`src/rtl/wb_stage_regfile.sv`:
```
// wb_stage_regfile
// EX/WB pipeline register feeding an 8-entry architectural register file.
// The EX/WB register captures the EX-stage result one cycle after it is
// sampled. The register file commits it on the following edge. Two
// combinational read ports see the WB-stage value through a write-through
// bypass until it is committed.
//
// Ports
//   clk            rising-edge clock
//   reset          asynchronous, active-high reset
//   stall          hold the EX/WB register and suppress commit
//   flush          squash the instruction entering EX/WB (overrides stall)
//   EX_regWrite    EX-stage instruction writes a register
//   EX_Rd          EX-stage destination register
//   EX_result      EX-stage result
//   EX_WB_regWrite registered write-enable of the WB-stage instruction
//   EX_WB_Rd_out   registered destination of the WB-stage instruction
//   EX_WB_data_out registered result of the WB-stage instruction
//   rd_addr_a/b    read addresses
//   rd_data_a/b    combinational read data (R0 reads as zero)
//   commit_cnt     count of committed register writes, wraps 255 -> 0
module wb_stage_regfile #(
    parameter int DATA_W = 16
) (
    input  logic              clk,
    input  logic              reset,
    input  logic              stall,
    input  logic              flush,
    input  logic              EX_regWrite,
    input  logic [2:0]        EX_Rd,
    input  logic [DATA_W-1:0] EX_result,
    output logic              EX_WB_regWrite,
    output logic [2:0]        EX_WB_Rd_out,
    output logic [DATA_W-1:0] EX_WB_data_out,
    input  logic [2:0]        rd_addr_a,
    input  logic [2:0]        rd_addr_b,
    output logic [DATA_W-1:0] rd_data_a,
    output logic [DATA_W-1:0] rd_data_b,
    output logic [7:0]        commit_cnt
);

    // Entry 0 is never written, so it stays at its reset value of zero.
    logic [DATA_W-1:0] regs [8];
    logic              do_commit;

    // Commit whenever WB holds a valid write and the pipe is not stalled.
    // A flush without stall still commits the instruction already in WB.
    assign do_commit = EX_WB_regWrite & ~stall;

    // EX/WB pipeline register: flush clears, stall holds, else capture EX.
    always_ff @(posedge clk or posedge reset) begin
        if (reset) begin
            EX_WB_regWrite <= 1'b0;
            EX_WB_Rd_out   <= 3'd0;
            EX_WB_data_out <= '0;
        end else if (flush) begin
            EX_WB_regWrite <= 1'b0;
            EX_WB_Rd_out   <= 3'd0;
            EX_WB_data_out <= '0;
        end else if (!stall) begin
            // Writes to R0 enter WB disabled so forwarding never matches R0.
            EX_WB_regWrite <= EX_regWrite & (EX_Rd != 3'd0);
            EX_WB_Rd_out   <= EX_Rd;
            EX_WB_data_out <= EX_result;
        end else begin
            EX_WB_regWrite <= EX_WB_regWrite;
            EX_WB_Rd_out   <= EX_WB_Rd_out;
            EX_WB_data_out <= EX_WB_data_out;
        end
    end

    // Architectural register file write port.
    always_ff @(posedge clk or posedge reset) begin
        if (reset) begin
            for (int i = 0; i < 8; i++) begin
                regs[i] <= '0;
            end
        end else if (do_commit && (EX_WB_Rd_out != 3'd0)) begin
            regs[EX_WB_Rd_out] <= EX_WB_data_out;
        end else begin
            regs <= regs;
        end
    end

    // Commit counter; natural 8-bit wrap is intended.
    always_ff @(posedge clk or posedge reset) begin
        if (reset) begin
            commit_cnt <= 8'd0;
        end else if (do_commit) begin
            commit_cnt <= commit_cnt + 8'd1;
        end else begin
            commit_cnt <= commit_cnt;
        end
    end

    // Read port A: zero for R0, bypass from WB, else stored value.
    always_comb begin
        rd_data_a = '0;
        if (rd_addr_a == 3'd0) begin
            rd_data_a = '0;
        end else if (EX_WB_regWrite && (EX_WB_Rd_out == rd_addr_a)) begin
            rd_data_a = EX_WB_data_out;
        end else begin
            rd_data_a = regs[rd_addr_a];
        end
    end

    // Read port B: same rules as port A, independent address.
    always_comb begin
        rd_data_b = '0;
        if (rd_addr_b == 3'd0) begin
            rd_data_b = '0;
        end else if (EX_WB_regWrite && (EX_WB_Rd_out == rd_addr_b)) begin
            rd_data_b = EX_WB_data_out;
        end else begin
            rd_data_b = regs[rd_addr_b];
        end
    end

endmodule
```
`config.mk`:
```
export PLATFORM = sky130hd
export DESIGN_NAME = wb_stage_regfile
export DESIGN_NICKNAME = d
export VERILOG_FILES = /design/src/rtl/wb_stage_regfile.sv
export SDC_FILE = /design/constraint.sdc
export NUM_CORES = 1
export LEC_CHECK = 0
export CORE_MARGIN = 4
export CORE_UTILIZATION = 51
export DETAILED_ROUTE_END_ITERATION = 8
export PLACE_DENSITY_LB_ADDON = 0.15
export SKIP_LAST_GASP = 1
export SLEW_MARGIN = 20
export SYNTH_ARGS = -nofsm -noshare
export SYNTH_HDL_FRONTEND = slang
export SYNTH_SLANG_ARGS = --single-unit
```
`constraint.sdc`:
```
create_clock -name clk -period 6.3 [get_ports clk]
set_clock_uncertainty 0.2 [all_clocks]
set_input_delay 0.63 -clock clk [delete_from_list [all_inputs] [get_ports clk]]
set_output_delay 0.63 -clock clk [all_outputs]
set_load 0.005 [all_outputs]
```
* Word-level counts from Yosys, hierarchy flattened
Cells that the tools add are included.
Storage, ports and cells: output and inout port bits 60, bits in read-only memories 0, register bits after elaboration 156, latch bits 0, memories kept 0, bits in writable memories 0, input port bits 30, logic and storage cells 53
Operators by class: multiply operators 0, bitwise logic cells 6, reductions and logical operators 8, div/mod/pow operators 0, multiplexer cells 19, shift-type cells 0, $lt $le $gt $ge 4, add/subtract/negate cells 1, equal/unequal tests 3
Operator list (number):
- 2-to-1 mux 16 bit | 11
- bitwise mux 128 bit | 1
- binary-select mux 16 bit (select 3 bit) | 2
- demux 16 bit (select 3 bit) | 1
- >= comparator 4 bit, second input constant | 3
- inverter 3 -> 4 bit | 3
- adder 8 x 1 -> 8 bit, second input constant | 1
- equality test 3 bit | 2
- logical NOT 3 bit | 2
- 2-to-1 mux 3 bit | 2
- nonzero test 3 bit | 2
- logical AND 1 bit | 4
- less-than comparator 4 x 1 -> 1 bit, second input constant | 1
- AND 1 bit | 2
- 2-to-1 mux 1 bit | 2
- != test 2 x 1 -> 1 bit, second input constant | 1
- inverter 1 bit | 1

* Longest topological paths before layout
Gate-level depths: netlist of run 1.
depth in word-level cells 6, mapped depth 7, depth with buffers taken out 4

* Least setup slack after synthesis of run 1
OpenSTA, ideal clock, no wires.
path type input -> output, from input rd_addr_b[0], to output rd_data_b[10], buffers on the path 3, arrival 1.996 ns, data required time 5.470 ns, stages 7, setup slack 3.474 ns, cell sequence clkbuf_1 -> xnor2_1 -> and4_1 -> clkbuf_1 -> clkbuf_1 -> a211oi_1 -> nor3_1
Between the ends: longest elaborated chain between the ends 6, elaborated cells between the ends (all ways) 9, those cells by class 1 x eq/ne; 5 x mux; 1 x bitwise; 2 x reduce/logical
Ends and longest elaborated chain:
- start, declared | RTL line 36 | input logic [2:0] rd_addr_b,
- inverter 3 -> 4 bit (implied by the code) | RTL line 116 | rd_data_b = regs[rd_addr_b];
- binary-select mux 16 bit (select 3 bit) | RTL line 116
- 2-to-1 mux 16 bit (implied by the code) (2 in a row) | RTL line 116
- 2-to-1 mux 16 bit | RTL line 113 | end else if (EX_WB_regWrite && (EX_WB_Rd_out == rd_addr_b)) begin
- 2-to-1 mux 16 bit * | RTL line 111 | if (rd_addr_b == 3'd0) begin
- end, declared | RTL line 38 | output logic [DATA_W-1:0] rd_data_b,
Every way passes the cells marked *; elsewhere a longest branch is shown, timed or not. The select of a mux whose other input is x is not followed.

* Final worst setup path of run 1
from input rd_addr_b[1], to output rd_data_b[15]
Same word-level chain as after synthesis.

==> metrics.md, run 1 <==
| Metric | Value |
|---|---|
| Startpoint Class | `input port` |
| TritonCTS buffer count | `17` |
| Global placement routability congestion | `0.9493` |
| WL/cell | `22.67 um` |
| Number of I/O port buffers | `89` |
| Psw | `just over 0.6 mW` |
| Row count | `between 40 and 50` |
| Drt first pass iters | `6` |
| Crit end category | `output pin` |
| Hpwl dp | `~14,000 um` |
| Fill cell total of the finished layout | `1,249` |
| Setup TNS | `0 ps` |
| Status | `finished, final reports clean` |
| Worst r2r src | `EX_WB_regWrite` |
| Max-slew violation count | `0` |
| Post_cts resized | `0` |
| Min-Delay Startpoint | `regs[119]` |
| Final worst-path cycle share | `0.7146` |
| Root buffer cell | `clkbuf_16` |
| Worst Hold Class | `reg -> reg` |
| Worst Setup SP | `rd_addr_b[1]` |
| Most common cell after layout, fill and taps aside | `dfrtp_1` |
| Hold buffers post-CTS | `0` |
| Switch share | `0.2473` |
| Register bit count reported by yosys | `around 160` |
| Worst-skew pair later-pin latency | `roughly 420 ps` |
| CTS tree | `built` |
| Total setup buffers inserted after CTS | `0` |
| Vias in the first global route | `5,949` |
| Crit path capture | `rd_data_b[15]` |
| Final hold viol count | `0` |
| Cell area after synthesis | `a little over 8000 um2` |
| Placed insts | `895` |
| Final setup viols | `0` |
| Reg2Reg Setup Slack | `between 3000 and 4000 ps` |
| Final ANT Viol Nets | `0` |
| Worst Slack Setup Final | `1798 ps` |
| Synth area leader | `dfrtp_1` |
| Sink Count | `roughly 160` |
| Clock power frac | `0.430` |
| Clk buf depth | `2` |
| Max cap viols | `0` |
| Global-route wire length before repair | `33,930 um` |
| Max VDD drop | `0.1937 mV` |
| Die X | `135.3 um` |
| Clk slew on worst S/H paths | `60 ps` |
| Total GRT Usage | `0.2387` |
| Worst R2R End | `regs[86]` |
| Remaining Overflow, GRT | `0` |
| Area growth syn-to-layout | `17.93%` |
| WL final | `21,010 um` |
| Commonest cells after routing, fill and taps aside | `dfrtp_1 (156), mux2_2 (90), clkdlybuf4s50_1 (86)` |
| Setup slack after placement | `about 1800 ps` |
| Area contributors post-synth | `dfrtp_1 (47%), mux2_2 (12%), mux2i_1 (9.8%), mux4_2 (9.3%), clkbuf_1 (2.9%)` |
| Ant diodes | `0` |
| Syn Area/Cell | `roughly 12 um2` |
| Starting Density | `0.5206` |
| Sequential area share after synthesis | `0.4720` |
| Slew @ Worst Pin | `1150 ps` |
| Drt drc | `0` |
| Maximum clock rate | `between 200 and 250 MHz` |
| Initial antenna violation count | `0` |
| Vias per inst | `6.206` |
| Syn Nets | `695` |
| Crit Path Max Fanout | `15` |
| Synth unique cells | `33` |
| Unrepaired setup endpoints after global routing | `no` |
| Relative slew slack | `0.2306` |
| Mapped Cells | `664` |
| Chip height | `135.3 um` |
| Die footprint | `approximately 18,000 um2` |
| Comb power frac | `0.116` |
| Layout cell share with drive strength beyond 1 | `0.2574` |
| Yosys top cell area share | `0.4720` |
| Worst Path Arrival | `approximately 3700 ps` |
| Final #Nets | `729` |
| Via count | `~5,800` |
| CP required | `5470 ps` |
| Internal cell power | `between 1.5 and 2 mW` |
| Fin util | `0.6140` |
| H-tree levels | `4` |
| PD cells | `250.9 nW/um2` |
| 1st-iter DRT viols | `roughly 550` |
| Yosys warning count | `0` |
| Period minus WS final | `4502 ps` |
| Leak | `4.476 nW` |
| Final Non-Filler Cells | `roughly 900` |
| I/O pins | `90` |
| Kind of critical path | `in -> out` |
| Largest net degree at the start of global routing | `110` |
| Register share of total power | `0.454` |
| Worst R2R Path Depth | `4` |
| Core outline area | `between 15,000 and 20,000 um2` |
## worst min-delay path by stage
stage / depth (start not counted) / slack (ps) / end
floorplan: 1 / 250 / regs[117]
global route: 0 / 210 / regs[119]
finish: 0 / 200 / regs[119]
global placement: 0 / 180 / regs[126]
CTS: 0 / 200 / regs[120]
detailed placement: 0 / 190 / regs[127]
## Yosys cell counts
library cell,number
or3_1,2
buf_6,3
inv_1,1
nor2_1,56
mux2i_1,81
nand3_1,3
mux2_4,10
nand2b_1,3
mux2_2,90
nand2_1,9
xor2_1,2
clkbuf_1,63
nor3_1,31
mux4_2,34
nor3_2,1
o21ai_0,1
o22ai_1,32
mux2_1,12
buf_2,13
buf_4,4
a21oi_1,3
ha_1,1
a211oi_1,30
or2_2,2
and4_1,2
clkbuf_2,1
or4b_1,1
nor3b_2,2
nand4_1,3
dfrtp_1,156
o31ai_1,1
xnor2_1,10
and2b_1,1
## cell type report
type	count	area, um2	area share
Clock buffer	20	446.7	0.04580
Clock inverter	12	160.2	0.01642
Inverter	1	8.758	0.0008980
Multi-Input combinational cell	423	4005	0.4106
Sequential cell	156	3904	0.4003
Tap cell	216	270.3	0.02771
Timing Repair Buffer	99	958.4	0.09827
## metal layers
metal  routed length (um)  up-vias  GRT usage
li1                     -     2509          -
met1                 9612     2958     0.3552
met2                 9796      251     0.3626
met3                 1309       35    0.04532
met4                  296        0    0.06495
met5                    0        -          0
## registers in the layout, indices dropped and copies added (netlist names)
name            count
EX_WB_Rd_out        3
EX_WB_data_out     16
EX_WB_regWrite      1
commit_cnt          8
regs              128
## stage by stage
step	hold slack (ps)	area [um2]	total power, mW
2_1_floorplan	245.1	8270	1.283
3_3_place_gp	182.3	9136	1.402
3_5_place_dp	188.3	9146	1.412
4_1_cts	203.8	9753	2.464
5_1_grt	211.0	9753	2.538
6_report	202.9	9753	2.448
## power groups by stage
stage | Combinational (mW) | Sequential, mW | Clock [mW]
floorplan | 0.185 | 1.10 | 0
global placement | 0.279 | 1.12 | 0
detailed placement | 0.285 | 1.13 | 0
CTS | 0.287 | 1.11 | 1.07
global route | 0.309 | 1.12 | 1.11
finish | 0.284 | 1.11 | 1.05
## worst max-delay path, stage by stage
cell	delay, ps
clkdlybuf4s50_1	940
nand2b_1	630
o22ai_1	450
a211oi_1	90
nor3_1	330
clkdlybuf4s50_1	590
## kinds of logic after synthesis
family / Yosys count / share of synthesized area
AO/OA/AOI/OAI: 67 / 0.05476
adder cells (fa/ha/maj): 1 / 0.001513
buffers and inverters: 85 / 0.04523
AND/OR/NAND/NOR: 116 / 0.06611
multiplexers: 227 / 0.3477
XOR/XNOR: 12 / 0.01271
flip-flops: 156 / 0.4720
Power figures use the tool's default switching activity.
==> run 2: changes to the inputs <==
clock period = 4.1 ns   (was 6.3 ns; I/O delays follow)
==> run 2 against run 1 <==
Effect of this change:
- clock power grew 58%
- clock-buffer cell count shrank 1
- core utilization grew 0.95 points
- die area is the same
- first-iteration DRC count grew 12%
- non-clock buffer count grew 17
- hold slack lost 3.6 ps
- combinational power grew 57%
==> metrics.md, run 2 (synthesis results as in run 1) <==
| Metric | Value |
|---|---|
| CTS tree | `built` |
| Unrepaired setup endpoints after global routing | `no` |
| Crit end category | `output pin` |
| Initial antenna violation count | `0 (unchanged)` |
| Starting Density | `0.5206 (unchanged)` |
| Hpwl dp | `14,600 um (+1.2%)` |
| WL final | `21,230 um (+1.0%)` |
| Min-Delay Startpoint | `regs[126]` |
| Leak | `4.559 nW (+1.8%)` |
| Worst r2r src | `EX_WB_regWrite` |
| Max FFs per register | `128 (unchanged)` |
| Final hold viol count | `0 (unchanged)` |
| Ant diodes | `0 (unchanged)` |
| Die footprint | `18,320 um2 (unchanged)` |
| Final #Nets | `746 (+2.3%)` |
| Worst Slack Setup Final | `295.9 ps (-1502 ps)` |
| Max cap viols | `0 (unchanged)` |
| Worst hold endpoint | `regs[126]` |
| Top reg by flops | `regs` |
| Core outline area | `15,890 um2 (unchanged)` |
| Post_cts resized | `0 (unchanged)` |
| Max VDD drop | `0.3054 mV (+58%)` |
| Worst Path Arrival | `3190 ps (-480 ps)` |
| Worst R2R Path Depth | `3 (-1)` |
| Global placement routability congestion | `1.023 (+7.8%)` |
| Vias in the first global route | `6,114 (+2.8%)` |
| Most common cell after layout, fill and taps aside | `dfrtp_1` |
| Global-route wire length before repair | `34,180 um (+0.73%)` |
| Worst-skew pair later-pin latency | `420 ps (about the same)` |
| Largest regs | `regs: 128 flops, EX_WB_data_out: 16 flops, commit_cnt: 8 flops` |
| Fin util | `0.6235 (+0.009530)` |
| Hold buffers post-CTS | `0 (unchanged)` |
| Max-slew violation count | `0 (unchanged)` |
| Worst Hold Depth | `0 (unchanged)` |
| Relative slew slack | `0.2142 (-0.01635)` |
| PD cells | `385.7 nW/um2 (+54%)` |
| WL/cell | `22.49 um (-0.77%)` |
| Final ANT Viol Nets | `0 (unchanged)` |
| I/O pins | `90 (unchanged)` |
| Number of I/O port buffers | `89 (unchanged)` |
| Chip height | `135.3 um (unchanged)` |
| Clk slew on worst S/H paths | `60 ps (about the same)` |
| H-tree levels | `4 (unchanged)` |
| Row count | `46 (unchanged)` |
| Worst Hold Class | `reg -> reg` |
| Vias per inst | `6.129 (-1.2%)` |
| Final setup viols | `0 (unchanged)` |
| Setup slack after placement | `246.0 ps (-1543 ps)` |
| Total GRT Usage | `0.2435 (+0.004813)` |
| Drt first pass iters | `5 (-1)` |
| Period minus WS final | `about 3800 ps` |
| Largest net degree at the start of global routing | `64 (-42%)` |
| Root buffer cell | `clkbuf_16` |
| Maximum clock rate | `262.9 MHz` |
| Worst R2R End | `regs[89]` |
| Kind of critical path | `in -> out` |
| Sink Count | `156 (unchanged)` |
| Remaining Overflow, GRT | `0 (unchanged)` |
| Status | `finished, final reports clean` |
| Total setup buffers inserted after CTS | `0 (unchanged)` |
| TritonCTS buffer count | `17 (unchanged)` |
| Clk buf depth | `2 (unchanged)` |
| Setup TNS | `0 ps (unchanged)` |
| Crit Path Max Fanout | `15 (unchanged)` |
| Final worst-path cycle share | `0.9278` |
| Reg2Reg Setup Slack | `1380 ps (-2310 ps)` |
| Layout cell share with drive strength beyond 1 | `0.2788 (+0.02146)` |
| 1st-iter DRT viols | `608 (+12%)` |
| Via count | `5,786 (+0.57%)` |
| Slew @ Worst Pin | `1179 ps (+28.25 ps)` |
| Startpoint Class | `input port` |
| Area growth syn-to-layout | `19.76%` |
| Commonest cells after routing, fill and taps aside | `dfrtp_1 (156), mux2_2 (90), clkdlybuf4s50_1 (87)` |
| Drt drc | `0 (unchanged)` |
| Die X | `135.3 um (unchanged)` |
| CP required | `3490 ps (-1980 ps)` |
## run 2: layer usage
layer	global-route usage	vias up	wire length, um
met3	0.05126	23	1416
met2	0.3803	236	10140
li1	-	2535	-
met1	0.3520	2992	9385
met4	0.06047	0	290
met5	0	-	0
## run 2: report_power, final
group / total (mW) / internal (mW) / switching (mW)
logic: 0.446 / 0.246 / 0.200
clock network: 1.66 / 1.01 / 0.657
registers: 1.71 / 1.61 / 0.0981
total: 3.82 / 2.87 / 0.955
## run 2: worst max-delay path by stage
| stage | slack [ps] | startpoint | end | cells after the start |
|---|---|---|---|---|
| CTS | 250 | rd_addr_b[1] | rd_data_b[0] | 5 |
| finish | 300 | rd_addr_a[0] | rd_data_a[3] | 7 |
| floorplan | 1520 | reset | EX_WB_Rd_out[0] | 1 |
| global route | 290 | rd_addr_a[0] | rd_data_a[9] | 7 |
| global placement | 350 | rd_addr_b[1] | rd_data_b[2] | 5 |
| detailed placement | 250 | rd_addr_b[1] | rd_data_b[5] | 5 |
## run 2: critical path, cell delays in order
cell             delay [ps]
clkdlybuf4s50_1         670
buf_4                   290
nand2b_1                490
o22ai_1                 370
a211oi_1                 90
nor3_1                  290
clkdlybuf4s50_1         570
## run 2: per-stage QoR
step                hold slack, ps  area (um2)  instances  power [mW]
finish                       199.3        9905        944       3.820
global route                 214.8        9905        944       3.977
CTS                          201.4        9899        944       3.851
detailed placement           187.5        9270        912       2.181
global placement             181.9        9270        912       2.165
floorplan                    245.1        8274        664       1.972
## run 2: final cells by class
type,instances,area [um2]
well taps,216,270.3
multi-input cells,423,3998
repair buffers,116,1096
fillers,1242,5981
clock buffers,19,452.9
inverters,1,7.507
flip-flops and latches,156,3904
clock inverters,13,176.4
==> run 3: changes to the inputs <==
CORE_MARGIN = unset   (was 4)
SLEW_MARGIN = 40   (was 20)
==> run 3 against run 2 <==
Effect of this change:
- clock-buffer cell count decreased by 1
- via count shrank 1.8%
- global-route usage up 3.3 points
- clock power is 7% lower
- sequential cell count unchanged
- total power down 3.0%
- sequential power barely moved
- final cell count increased by 0.21%
- critical path type unchanged
- critical endpoint is now rd_data_b[14]
- highest routed layer unchanged
==> metrics.md, run 3 (synthesis results as in run 1) <==
| Metric | Value |
|---|---|
| Leak | `4.560 nW (about the same)` |
| Max-slew violation count | `0 (unchanged)` |
| Area occupied by multi-input gates | `3999 um2 (about the same)` |
| Die footprint | `16,730 um2 (-8.7%)` |
| Root buffer cell | `clkbuf_16` |
| 1st-iter DRT viols | `387 (-36%)` |
| TritonCTS buffer count | `17 (unchanged)` |
| Design area | `9917 um2 (+0.13%)` |
| Largest net degree at the start of global routing | `78 (+22%)` |
| Clk buf depth | `2 (unchanged)` |
| Final worst-path cycle share | `0.8916 (-0.03627)` |
| Commonest cells after routing, fill and taps aside | `dfrtp_1 (156), mux2_2 (90), clkdlybuf4s50_1 (87)` |
| Unrepaired setup endpoints after global routing | `no` |
| Worst Hold Class | `reg -> reg` |
| H-tree levels | `4 (unchanged)` |
| Placed Area | `9328 um2 (+0.62%)` |
| Startpoint Class | `input port` |
| Hpwl dp | `14,750 um (+1.0%)` |
| Final #Nets | `748 (+0.27%)` |
| Register share of total power | `0.462 (+0.014)` |
| Drt drc | `0 (unchanged)` |
| Largest regs | `regs: 128 flops, EX_WB_data_out: 16 flops, commit_cnt: 8 flops` |
| Number of I/O port buffers | `89 (unchanged)` |
| Total setup buffers inserted after CTS | `0 (unchanged)` |
| Clk slew on worst S/H paths | `60 ps (about the same)` |
| Global-route wire length before repair | `34,060 um (-0.34%)` |
| Worst Path Arrival | `3050 ps (-140 ps)` |
| Vias in the first global route | `5,849 (-4.3%)` |
| Die X | `129.3 um (-4.4%)` |
| Hold buffers post-CTS | `1 (+1)` |
| Starting Density | `0.5206 (unchanged)` |
| Drt first pass iters | `6 (+1)` |
| Post_cts resized | `0 (unchanged)` |
| Top reg by flops | `regs` |
| CP required | `3490 ps (about the same)` |
| Psw | `1.029 mW (+7.7%)` |
| Maximum clock rate | `273.6 MHz (+4.1%)` |
| Status | `finished, final reports clean` |
| Initial antenna violation count | `0 (unchanged)` |
| Vias per inst | `6.004 (-2.0%)` |
| Final ANT Viol Nets | `0 (unchanged)` |
| Period minus WS final | `3655 ps (-148.7 ps)` |
| Internal cell power | `2.677 mW (-6.6%)` |
| Total GRT Usage | `0.2761 (+0.03260)` |
| WL/cell | `22.61 um (+0.50%)` |
| Setup TNS | `0 ps (unchanged)` |
| Final setup viols | `0 (unchanged)` |
| Sink Count | `156 (unchanged)` |
| CTS tree | `built` |
| Ant diodes | `0 (unchanged)` |
| Max cap viols | `0 (unchanged)` |
| Clock power frac | `0.416 (-0.020)` |
| Area growth syn-to-layout | `19.91%` |
| Final hold viol count | `0 (unchanged)` |
| WL final | `21,390 um (+0.72%)` |
| Slew @ Worst Pin | `783.6 ps (-395.1 ps)` |
| PD cells | `373.6 nW/um2 (-3.1%)` |
| Max FFs per register | `128 (unchanged)` |
| Crit Path Max Fanout | `13 (-2)` |
| I/O pins | `90 (unchanged)` |
| Core outline area | `15,890 um2 (unchanged)` |
| Layout cell share with drive strength beyond 1 | `0.2795 (+0.0006059)` |
| Relative slew slack | `0.4771 (+0.2629)` |
| Most common cell after layout, fill and taps aside | `dfrtp_1` |
| Global placement routability congestion | `0.9089 (-11%)` |
| Worst-skew pair later-pin latency | `430 ps (about the same)` |
| Kind of critical path | `in -> out` |
| Max VDD drop | `0.2799 mV (-8.3%)` |
| Comb power frac | `0.122 (+0.005)` |
| Switch share | `0.2776 (+0.02763)` |
| Remaining Overflow, GRT | `0 (unchanged)` |
| Crit end category | `output pin` |
| Fill cell total of the finished layout | `1,228 (-1.1%)` |
| Chip height | `129.3 um (-4.4%)` |
| Row count | `46 (unchanged)` |
| Via count | `5,680 (-1.8%)` |
| Seq. cell area | `3904 um2 (unchanged)` |
## run 3: path summary, 6_finish.rpt
check / cells past startpoint / slack [ps] / end / from
setup / recovery: 7 / 440 / rd_data_b[14] / rd_addr_b[1]
hold / removal: 0 / 200 / regs[125] / regs[125]
setup reg to reg: 5 / 1650 / regs[11] / EX_WB_regWrite
hold reg to reg: 0 / 200 / regs[125] / regs[125]
max in group asynchronous: 5 / 2330 / regs[60] / reset
min in group asynchronous: 3 / 550 / EX_WB_data_out[3] / reset
## run 3: worst max-delay path, stage by stage
cell and delay, ps:
clkdlybuf4s50_1 520, buf_4 300, xnor2_1 180, nand4_1 530, buf_4 380, a21oi_1 190, clkdlybuf4s50_1 530
## run 3: area by class of cell
cell class                      count  area share
Multi-Input combinational cell    423      0.4032
Timing Repair Buffer              118      0.1168
Sequential cell                   156      0.3936
Tap cell                          216     0.02725
Inverter                            1   0.0007570
Clock buffer                       18     0.04328
Clock inverter                     14     0.01501
## run 3: stage by stage
step | setup WS [ps] | std cells | power (mW) | hold WS, ps | utilization
final | 444.6 | 946 | 3.705 | 199.5 | 0.6243
after global routing | 358.0 | 946 | 3.847 | 215.1 | 0.6243
after CTS | 477.6 | 946 | 3.727 | 204.4 | 0.6242
after detailed placement | 495.3 | 913 | 2.190 | 189.5 | 0.5872
after global placement | 384.0 | 911 | 2.169 | 182.6 | 0.5839
after floorplan | 1517 | 664 | 1.972 | 245.1 | -
## run 3: power groups by stage
| stage | clock, mW | sequential [mW] | combinational, mW |
|---|---|---|---|
| floorplan | 0 | 1.69 | 0.284 |
| global placement | 0 | 1.73 | 0.440 |
| detailed placement | 0 | 1.74 | 0.454 |
| CTS | 1.56 | 1.71 | 0.457 |
| global route | 1.63 | 1.72 | 0.491 |
| finish | 1.54 | 1.71 | 0.453 |
## run 3: per-layer routing
| layer | part of all wire | vias to the layer above | GRT usage |
|---|---|---|---|
| met4 | 0.022 | 0 | 0.1003 |
| met3 | 0.038 | 34 | 0.05285 |
| met5 | 0 | - | 0 |
| met1 | 0.48 | 2939 | 0.4014 |
| met2 | 0.46 | 167 | 0.4137 |
| li1 | - | 2540 | - |
